[config.mk]
export PLATFORM = sky130hd
export DESIGN_NAME = intc_arbiter
export DESIGN_NICKNAME = d
export VERILOG_FILES = /design/src/rtl/intc_arbiter.sv
export SDC_FILE = /design/constraint.sdc
export NUM_CORES = 1
export LEC_CHECK = 0
export CAP_MARGIN = 0
export CORE_AREA = 2 2 67 69
export DETAILED_ROUTE_END_ITERATION = 7
export DIE_AREA = 0 0 69 71
export GPL_TIMING_DRIVEN = 0
export PLACE_DENSITY = 0.8
export SETUP_SLACK_MARGIN = 0.15
export SLEW_MARGIN = 15
export SYNTH_ARGS = -nofsm -noshare
export SYNTH_HDL_FRONTEND = slang
export SYNTH_SLANG_ARGS = --single-unit
export TNS_END_PERCENT = 1
[constraint.sdc]
create_clock -name clk -period 6.75 [get_ports clk]
set_clock_uncertainty 0.15 [all_clocks]
set_input_delay 2.025 -clock clk [delete_from_list [all_inputs] [get_ports clk]]
set_output_delay 2.025 -clock clk [all_outputs]
set_load 0.01 [all_outputs]
[src/rtl/intc_arbiter.sv]
// intc_arbiter: edge-latching interrupt controller with a four-word register slave.
// Define INTC_ROTATE_PRIORITY_EN for round-robin arbitration (fixed otherwise).
module intc_arbiter #(
  parameter int          NSRC = 8,
  parameter logic [11:0] BASE = 12'hFF0
) (
  input  logic            clk,
  input  logic            rst,
  input  logic [NSRC-1:0] irq_src,
  input  logic [11:0]     address,
  input  logic [15:0]     wdata,
  input  logic            memwt,
  input  logic            intack,
  output logic            INT,
  output logic [15:0]     rdata,
  output logic            rd_sel
);

  typedef enum logic [1:0] {
    IDLE,
    REQ,
    SERVICE
  } state_t;

  state_t r_state;
  state_t w_state_nxt;

  logic [NSRC-1:0] r_sync1;
  logic [NSRC-1:0] r_sync2;
  logic [NSRC-1:0] r_prev;
  logic [NSRC-1:0] r_mask;
  logic [NSRC-1:0] r_pend;
  logic [2:0]      r_id;
  logic            r_int;

  logic [NSRC-1:0] w_edge;
  logic [NSRC-1:0] w_req;
  logic [NSRC-1:0] w_onehot;
  logic [NSRC-1:0] w_clr;
  logic [NSRC-1:0] w_pend_nxt;
  logic [2:0]      w_win;
  logic [15:0]     w_reg;
  logic            w_hit;
  logic            w_wr_mask;
  logic            w_wr_pend;
  logic            w_wr_eoi;
  logic            w_ack;
  logic            w_any;
  logic            w_latch;
  logic            w_unused;

  assign w_unused = &{1'b0, wdata};

  assign w_hit     = (address[11:2] == BASE[11:2]);
  assign w_wr_mask = memwt & w_hit & (address[1:0] == 2'd0);
  assign w_wr_pend = memwt & w_hit & (address[1:0] == 2'd1);
  assign w_wr_eoi  = memwt & w_hit & (address[1:0] == 2'd2);

  assign w_edge  = r_sync2 & ~r_prev;
  assign w_req   = r_pend & r_mask;
  assign w_any   = |w_req;
  assign w_ack   = (r_state == REQ) & intack;
  assign w_latch = (r_state == IDLE) & w_any;

  always_comb begin
    w_onehot = '0;
    for (int i = 0; i < NSRC; i++) begin
      w_onehot[i] = (r_id == 3'(i));
    end
  end

  // A fresh edge always beats a same-cycle W1C or acknowledge clear.
  assign w_clr = (w_wr_pend ? wdata[NSRC-1:0] : '0)
               | (w_ack ? w_onehot : '0);
  assign w_pend_nxt = (r_pend & ~w_clr) | w_edge;

`ifdef INTC_ROTATE_PRIORITY_EN
  logic [2:0] r_ptr;

  always_comb begin
    int j;
    j = 0;
    w_win = '0;
    for (int k = NSRC - 1; k >= 0; k--) begin
      j = (int'(r_ptr) + k) % NSRC;
      if (w_req[j]) w_win = 3'(j);
    end
  end

  always_ff @(posedge clk) begin
    if (rst) begin
      r_ptr <= '0;
    end else if (w_ack) begin
      r_ptr <= (r_id == 3'(NSRC - 1)) ? 3'd0 : r_id + 3'd1;
    end
  end
`else
  always_comb begin
    w_win = '0;
    for (int i = NSRC - 1; i >= 0; i--) begin
      if (w_req[i]) w_win = 3'(i);
    end
  end
`endif

  always_comb begin
    w_state_nxt = r_state;
    unique case (r_state)
      IDLE:    if (w_any)    w_state_nxt = REQ;
      REQ:     if (intack)   w_state_nxt = SERVICE;
      SERVICE: if (w_wr_eoi) w_state_nxt = IDLE;
      default:               w_state_nxt = IDLE;
    endcase
  end

  always_ff @(posedge clk) begin
    if (rst) begin
      r_sync1 <= '0;
      r_sync2 <= '0;
      r_prev  <= '0;
      r_mask  <= '0;
      r_pend  <= '0;
      r_id    <= '0;
      r_int   <= 1'b0;
      r_state <= IDLE;
    end else begin
      r_sync1 <= irq_src;
      r_sync2 <= r_sync1;
      r_prev  <= r_sync2;
      r_pend  <= w_pend_nxt;
      r_state <= w_state_nxt;
      r_int   <= (w_state_nxt == REQ);
      if (w_wr_mask) r_mask <= wdata[NSRC-1:0];
      if (w_latch)   r_id   <= w_win;
    end
  end

  always_comb begin
    w_reg = '0;
    unique case (address[1:0])
      2'd0:    w_reg[NSRC-1:0] = r_mask;
      2'd1:    w_reg[NSRC-1:0] = r_pend;
      2'd2:    w_reg = '0;
      default: w_reg = {r_int, (r_state == SERVICE), 11'd0, r_id};
    endcase
  end

  assign rdata  = intack ? {13'd0, r_id} : (w_hit ? w_reg : 16'd0);
  assign rd_sel = intack | w_hit;
  assign INT    = r_int;

endmodule

# Word level (Yosys, flattened, before mapping)
# Index checks and enable logic that the tools add are counted.
[word_totals]
latchBits = 0
memories = 0
register_bits = 46
mem_bits_rw = 0
out_inout_bits = 18
wordCells = 58
romBits = 0
in_bits = 40
[classes]
n_lt_le_gt_ge = 0
div = 0
eq_ne = 13
reduce_logical = 5
n_shift = 0
n_addsub = 0
bitwise = 14
muxes = 18
multipliers = 0
[op_table]
columns = ["op", "count"]
rows = [
  ["16-bit two-way mux", 2],
  ["8-bit AND", 3],
  ["3-bit two-way mux", 8],
  ["8-bit two-way mux", 3],
  ["8-bit one-hot mux with 3 select lines", 1],
  ["8-bit NOT", 2],
  ["8-bit OR", 2],
  ["3-bit == test (second input constant)", 4],
  ["10-bit == test (second input constant)", 1],
  ["8-bit OR reduction", 1],
  ["1-bit AND", 6],
  ["2-bit by 1-bit == test with 1-bit output (second input constant)", 3],
  ["3-bit by 2-bit == test with 1-bit output (second input constant)", 2],
  ["2-bit two-way mux", 3],
  ["2-bit one-hot mux with 3 select lines", 1],
  ["2-bit == test (second input constant)", 2],
  ["2-bit logical NOT", 2],
  ["3-bit by 1-bit == test with 1-bit output (second input constant)", 1],
  ["3-bit logical NOT", 1],
  ["3-bit OR reduction", 1],
  ["1-bit OR", 1],
]

# Logic depth before layout (Yosys ltp)
# Gate-level depths: netlist (run 1).
[depth]
depth_word = 9
ltp_mapped = 5
ltp_nobuf = 4

# Worst setup path after synthesis (run 1)
# OpenSTA, ideal clock, no wires.
[synth_timing]
path_kind = "input port to output port"
startpoint = "in address[2]"
endpoint = "out rdata[3]"
path_buffers = 1
slack_ns = 1.374
cell_stages = 5
arrival_time_ns = 3.201
required_ns = 4.575
cell_sequence = "nand4bb_1 > nor3_1 > clkbuf_1 > nand2_1 > nor2_1"
[synth_between]
elab_chain_len = 3
[synth_lines]
columns = ["element", "line_no", "rtl"]
rows = [
  ["start, declared", "10", "input logic [11:0] address,"],
  ["10-bit == test", "54", "assign w_hit = (address[11:2] == BASE[11:2]);"],
  ["16-bit two-way mux (2 in series)", "148", "assign rdata = intack ? {13'd0, r_id} : (w_hit ? w_reg : 16'd0);"],
  ["end, declared", "15", "output logic [15:0] rdata,"],
]
# No other way between the ends.

# Worst setup path in the final report (run 1)
[layout_timing]
startpoint = "in address[10]"
endpoint = "out rdata[3]"
# Same word-level chain as after synthesis.

==> run summary, run 1 <==
The run finished with clean final reports. The initial antenna violation count came out at 0. In the synthesized netlist, the cells that appear most often are dfxtp_1, nor2b_1, nor2_1.

The number of remaining DRC errors came out at 0. The starting utilization of the core area is 47.6%. The antenna diode count is 0. The number of rows in the core area came out at 24.

STA puts the critical path data arrival time at 4.19 ns. TritonCTS built the clock tree. The final RePlAce weighted congestion came out at 0.915. The fraction of the yosys area taken by sequential cells came out at 46.1%. The total area inside the core boundary comes to 4200 um^2. After synthesis the cells add up to 2000 um^2. The share of the clock period used by the worst path came out at 94.2%. In this run the worst hold path is classified as register to register. Setup violations remaining at the end of the flow were counted as 0. The worst setup path is of the input port to primary output kind. The power density of the placed cells is 206 nW/um^2. The number of top-level pins came out at 58.

In the synthesized netlist the async set-or-reset flop fraction comes to 0%. Setup slack closes at 0.388 ns. The overall track demand over capacity in global routing is 18.8%.

The post-detailed-route via-to-cell ratio is 5.21. At the end of the flow, the number of nets in the layout was 302. The clock latency reported for the late side of the worst-skew pair is 0.31 ns. The endpoint type of the worst setup path is a primary output. The area added between synthesis and finish came out at 31.0%.

The final-report hold violation count came out at 0. In the final layout, the share of cells above drive strength 1 is 11.4%. The number of distinct library cells after synthesis is 35. The slack of the worst reg-to-reg path is 5.10 ns. In this run, the combinational gates consume 9.3% of the power.

The worst register-to-register path ends at r_pend[1]. The internal portion of the total power is 419 uW. The number of clock buffers added by TritonCTS is 5. The number of global-route vias before repair came to 1,529. The net switching power is 120 uW. The total via count in the routed design is 1,641. Power comes to 539 uW. The vertical die dimension came out at 71 um. The global-route wire length before repair came out at 7310 um. The final core area utilization came out at 62.3%. The cell sitting at the root of the clock tree is a clkbuf_8.

Buffers placed on the I/O ports in this run total 41. The share of synthesized area in the top cell type comes to 46.1%. The time the worst path needs with I/O delays and setup came out at 6.36 ns. The wire-length estimate of the detail-placed layout is 3250 um. The worst setup path is launched from an input port. The worst ir drop on vdd came out at 0.000153 V. The clock edge transition at the registers on the reported setup and hold paths is 0.09 ns. For the pin with the worst max-slew slack, the measured transition is 0.727 ns. The warning count from the yosys run came out at 0. Based on the critical path, the design can be clocked at up to 157 MHz.

STA puts the critical path data required time at 4.58 ns. Yosys instantiated no cell more often than dfxtp_1. By area the synthesized netlist is led by dfxtp_1, nor2b_1, mux2i_1. In this run the most critical hold path is launched from r_sync1[2]. The number of enable flip-flop cells after synthesis came out at 0. Entering global routing, the biggest net connects 16 pins.

Setup repair after global routing left no endpoint under its margin. The number of buffers between clock root and the deepest sink is 2. The die area came out at 4900 um^2. The switching fraction of total power came out at 22.3%.

In this run, synthesis produced a sequential element count of 46. The biggest area contributor in the post-synthesis netlist is dfxtp_1. The worst hold path terminates at r_sync2[2]. The share of total power dissipated in sequential elements is 52.6%. The number of max-slew violations in the final report is 0. The final routed wire length divided by cell count came out at 14.0 um. The CTS H-tree depth came out at 2.

The analysis attributes to cell leakage a power of 0.00100 uW. Clock tree synthesis found a total of 46 sinks. The global route total overflow is 0. Adding up every negative setup slack in the final design gives 0 ns. The remaining number of nets flagged by the antenna check after routing is 0. The number of detailed-routing iterations run before antenna repair came out at 4. The hold-critical path depth came out at 1. The DRC marker count from the first detailed-route iteration came out at 142. The source of the worst register-to-register timing path is r_state[0].

The mean instance size in the synthesized netlist came out at 9.57 um^2. The number of standard cells after synthesis came out at 209. The most frequently used flop master after synthesis is dfxtp_1. The max-capacitance violation count is 0. The depth of the most critical reg-to-reg path came out at 5. The critical-path maximum fanout came out at 10. The final routed wirelength across all metal layers came out at 4410 um. The remaining max-slew budget at the tightest pin is 51.1%.

The worst slack at placement came out at 0.0256 ns. The share of power burned in the clock network is 38.1%. The die outline width came out at 69 um.
[power groups by stage]
stage / Combinational (uW) / Sequential, uW / Clock, uW
floorplan: 26.1 / 289 / 0
global placement: 48.7 / 289 / 0
detailed placement: 49.6 / 290 / 0
CTS: 49.9 / 283 / 209
global route: 54.9 / 284 / 219
finish: 50.1 / 283 / 206
[through the flow]
step / cells / hold WS (ns) / area, um^2
6_report: 315 / 0.283 / 2620
5_1_grt: 315 / 0.311 / 2620
4_1_cts: 315 / 0.286 / 2610
3_5_place_dp: 307 / 0.276 / 2490
3_3_place_gp: 307 / 0.266 / 2490
2_1_floorplan: 214 / 0.264 / 2020
[how the worst max path moves through the flow]
stage	from	endpoint	slack [ns]
after floorplan	address[2]	rdata[3]	1.37
after global placement	address[10]	rdata[3]	0.10
after detailed placement	address[11]	rdata[3]	0.03
after CTS	address[10]	rdata[3]	0.16
after global routing	address[9]	rdata[3]	0.16
final	address[10]	rdata[3]	0.39
[state kept, by name (all words and copies together), names as in the netlist]
signal and count:
r_sync2 8, r_prev 8, r_state 2, INT 1, r_mask 8, r_id 3
r_sync1 8, r_pend 8
[per-layer routing]
metal	routed length (um)	track usage (%)	share of wire [%]	vias to the layer above
met4	72	7.19	1.6	0
met2	2130	32.7	48	54
li1	-	-	-	833
met1	1920	22.1	43	747
met3	284	5.27	6.4	7
met5	0	0	0	-
[cells by family after synthesis]
| logic type | Yosys count | synth area share [%] |
|---|---|---|
| AOI/OAI and AO/OA | 44 | 16.6 |
| other | 1 | 0.188 |
| DFF | 46 | 46.1 |
| buffers and inverters | 18 | 5.51 |
| and+or+nand+nor | 84 | 23.4 |
| muxes | 16 | 8.20 |
[worst max-delay path: stages]
cell,delay [ns]
clkdlybuf4s50_1,0.46
nand4_1,0.23
nor3_4,0.31
clkbuf_2,0.28
nand2_1,0.16
nor2_1,0.17
clkdlybuf4s50_1,0.55
[what timing repair did]
item | CTS | global route
setup buffers | 0 | 0
setup endpoints to repair | 5 | 8
resized for setup | 1 | 3
hold buffers | 0 | 0
[cell type report]
type	count	area (um^2)
buffer	15	100
sequential	46	921
inverter	3	11.3
clock buffer	5	68.8
tap	52	65.1
timing repair buffer	41	410
fill	383	1580
multi-input combinational	150	998
clock inverter	3	45.0
[cells in the final DEF (no fill, tap or decap), types with 5 or more instances in the layout]
cell             instances
clkbuf_1                 5
o21ai_0                  6
a22oi_1                  7
conb_1                   6
a21oi_1                 10
mux2i_1                 13
a41o_2                   8
nand2_1                 14
dfxtp_1                 46
clkdlybuf4s50_1         41
nor2_1                  23
nor2b_1                 24
clkbuf_8                 5
nand2b_1                13
buf_4                    6
(Power assumes the default switching activity.)
==> inputs of run 2 (changes only) <==
--- a/config.mk
+++ b/config.mk
@@ -5,7 +5,7 @@
 export SDC_FILE = /design/constraint.sdc
 export NUM_CORES = 1
 export LEC_CHECK = 0
-export CAP_MARGIN = 0
+export CAP_MARGIN = 40
 export CORE_AREA = 2 2 67 69
 export DETAILED_ROUTE_END_ITERATION = 7
 export DIE_AREA = 0 0 69 71
==> results of run 2 <==
Same layout as run 1: the final DEF is identical, and so are final timing and power.
==> inputs of run 3 (changes only) <==
--- a/config.mk
+++ b/config.mk
@@ -10,7 +10,7 @@
 export DETAILED_ROUTE_END_ITERATION = 7
 export DIE_AREA = 0 0 69 71
 export GPL_TIMING_DRIVEN = 0
-export PLACE_DENSITY = 0.8
+export PLACE_DENSITY = 0.81
 export SETUP_SLACK_MARGIN = 0.15
 export SLEW_MARGIN = 15
 export SYNTH_ARGS = -nofsm -noshare
==> run summary, run 3 (synthesized netlist as in run 1, its figures left out) <==
The run finished with clean final reports. Wires add up to 4250 um. The cell at the slowest stage of the critical path is clkdlybuf4s50_1.

The internal portion of total power is 391 uW. The arrival time of data at the critical path endpoint came out at 4.17 ns. The net switching power came out at 113 uW. The total number of clock tree sinks is 46. The clock network is responsible for 33.9% of the overall power. Among the stages of the critical path, the cell type that occurs most often is clkdlybuf4s50_1. The library cell used most frequently in the layout, excluding fill and tap cells, is dfxtp_1. The max-capacitance violation count is 0. The area used by sequential logic in the layout came out at 921 um^2.

The number of global-route vias before repair is 1,516. For this run, design rule violations remaining after detail routing come to 0. The switching fraction of total power came out at 22.4%. The global route total overflow is 0.

The critical-path maximum fanout came out at 10. The clock tree from TritonCTS is built. The path category of the worst min-delay check is register to register. The post-detailed-route via-to-cell ratio is 5.23. The estimated wirelength of the detail-placed design came out at 3300 um. The depth of the most critical reg-to-reg path is 5. Global routing consumed, over all layers together, 18.3% of the routing resources. The part of the total power dissipated in combinational logic is 9.9%. The die area is 4900 um^2. Setup repair after global routing left no endpoint under its margin. The DRC marker count from the first detailed-route iteration is 92. The pre-antenna-repair detailed-routing pass consisted of 5 iterations. The clock passes through at most 2 buffers. The hold-critical path depth came out at 1. The final routed wire length divided by cell count is 13.5 um. In this run the remaining antenna-violating nets after routing total 0.

The starting utilization of the core area is 47.6%. The post-layout total power came out at 504 uW. The final RePlAce weighted congestion came out at 0.854. At the worst endpoint, the required time is 4.58 ns.

The cell leakage power came out at 0.000987 uW. The accumulated negative setup slack is 0 ns. The biggest cell delay along the critical path came out at 0.54 ns. The time the worst path needs with I/O delays and setup is 6.34 ns.

The number of CTS-inserted buffers came out at 5. In the layout the commonest cells are dfxtp_1, clkdlybuf4s50_1, nor2b_1, nor2_1, nand2_1. Measured along the y axis, the die boundary spans 71 um. The number of top-level pins came out at 58. The share of layout cells above drive strength 1 is 11.4%.

The number of rows in the core area came out at 24. The area taken by multi-input logic gates came out at 992 um^2. The critical path class is input port to primary output. The die outline width came out at 69 um. The worst slack at placement is 0.0588 ns.

The remaining max-slew budget at the tightest pin came out at 51.2%. The number of setup violations in the final report came out at 0. The first global-routing pass estimated 7180 um of wire. The clock latency reported for the late side of the worst-skew pair is 0.30 ns. In this run the tool buffered the top-level ports with 41 buffer cells. The startpoint type of the worst setup path is an input port. The total via count in the routed design is 1,646. The number of max-slew violations in the final report was 0. The slew at the pin with the worst max-slew slack came out at 0.726 ns. The maximum number of pins on one net before global-route repair came out at 15. The worst ir drop on vdd came out at 0.000199 V.

Sequential cells account for 56.3% of the total power. The CTS H-tree depth came out at 2. Walking the worst path, the cells encountered are clkdlybuf4s50_1, nand4_1, nor3_2, clkbuf_2, nand2_1, nor2_1, clkdlybuf4s50_1. The number of buffers inserted to repair setup after CTS is 0. The final-report hold violation count is 0.

The number of nets in the final layout is 302. The share of the clock period used by the worst path is 94.0%. Static timing analysis puts the maximum clock frequency at 158 MHz. The initial antenna violation count came out at 0.

For this design, the CTS-stage hold fixing added 0 buffers. The antenna diode count came out at 0. The worst setup slack after layout is 0.408 ns. The power density of the placed cells came out at 194 nW/um^2.

The area added between synthesis and finish is 29.8%. The clock edge transition at the registers on the reported setup and hold paths came out at 0.08 ns. The clock root buffer master is clkbuf_8. The layout has 375 filler cells.

The endpoint type of the worst setup path is a primary output. The core outline area is 4200 um^2.
[run 3: layout make-up]
cell class / instances / area share (%)
Sequential cell: 46 / 35.5
Buffer: 15 / 3.86
Multi-Input combinational cell: 150 / 38.2
Clock buffer: 6 / 3.18
Tap cell: 52 / 2.51
Inverter: 3 / 0.434
Timing Repair Buffer: 41 / 15.8
Clock inverter: 2 / 0.482
[run 3: stage by stage]
stage	util, %	area (um^2)	instances	hold WS, ns
floorplan	-	2020	214	0.264
global placement	59.3	2490	307	0.266
detailed placement	59.3	2490	307	0.275
CTS	61.7	2590	315	0.294
global route	61.7	2590	315	0.317
finish	61.7	2590	315	0.291
[run 3: critical path, delay by kind of cell]
| family | cells | cell delay (ns) |
|---|---|---|
| buf+inv | 3 | 1.28 |
| simple gates | 4 | 0.86 |
[run 3: power by group through the flow]
stage          Clock (uW)  Sequential [uW]  Combinational (uW)
2_1_floorplan           0              289                26.1
3_3_place_gp            0              289                48.7
3_5_place_dp            0              290                50.0
4_1_cts               174              284                50.2
5_1_grt               186              285                54.7
6_report              171              284                49.8
[run 3: path summary, 6_finish.rpt]
kind,from,slack [ns],to
worst max-delay path,address[11],0.41,rdata[6]
worst min-delay path,r_sync1[2],0.29,r_sync2[2]
worst max register to register,r_state[0],5.13,r_pend[1]
worst min register to register,r_sync1[2],0.29,r_sync2[2]
[run 3: metal layers]
metal  wire length [um]  global-route usage [%]  vias to the layer above
li1                   -                       -                      838
met1               1870                    22.6                      748
met2               2040                    31.0                       56
met3                298                    4.56                        4
met4                 39                    6.75                        0
met5                  0                       0                        -
[run 3: timing repair]
action	4_1_cts	5_1_grt
pin swaps	0	0
resized for setup	1	2
cloned	0	0
setup endpoints to repair	7	8
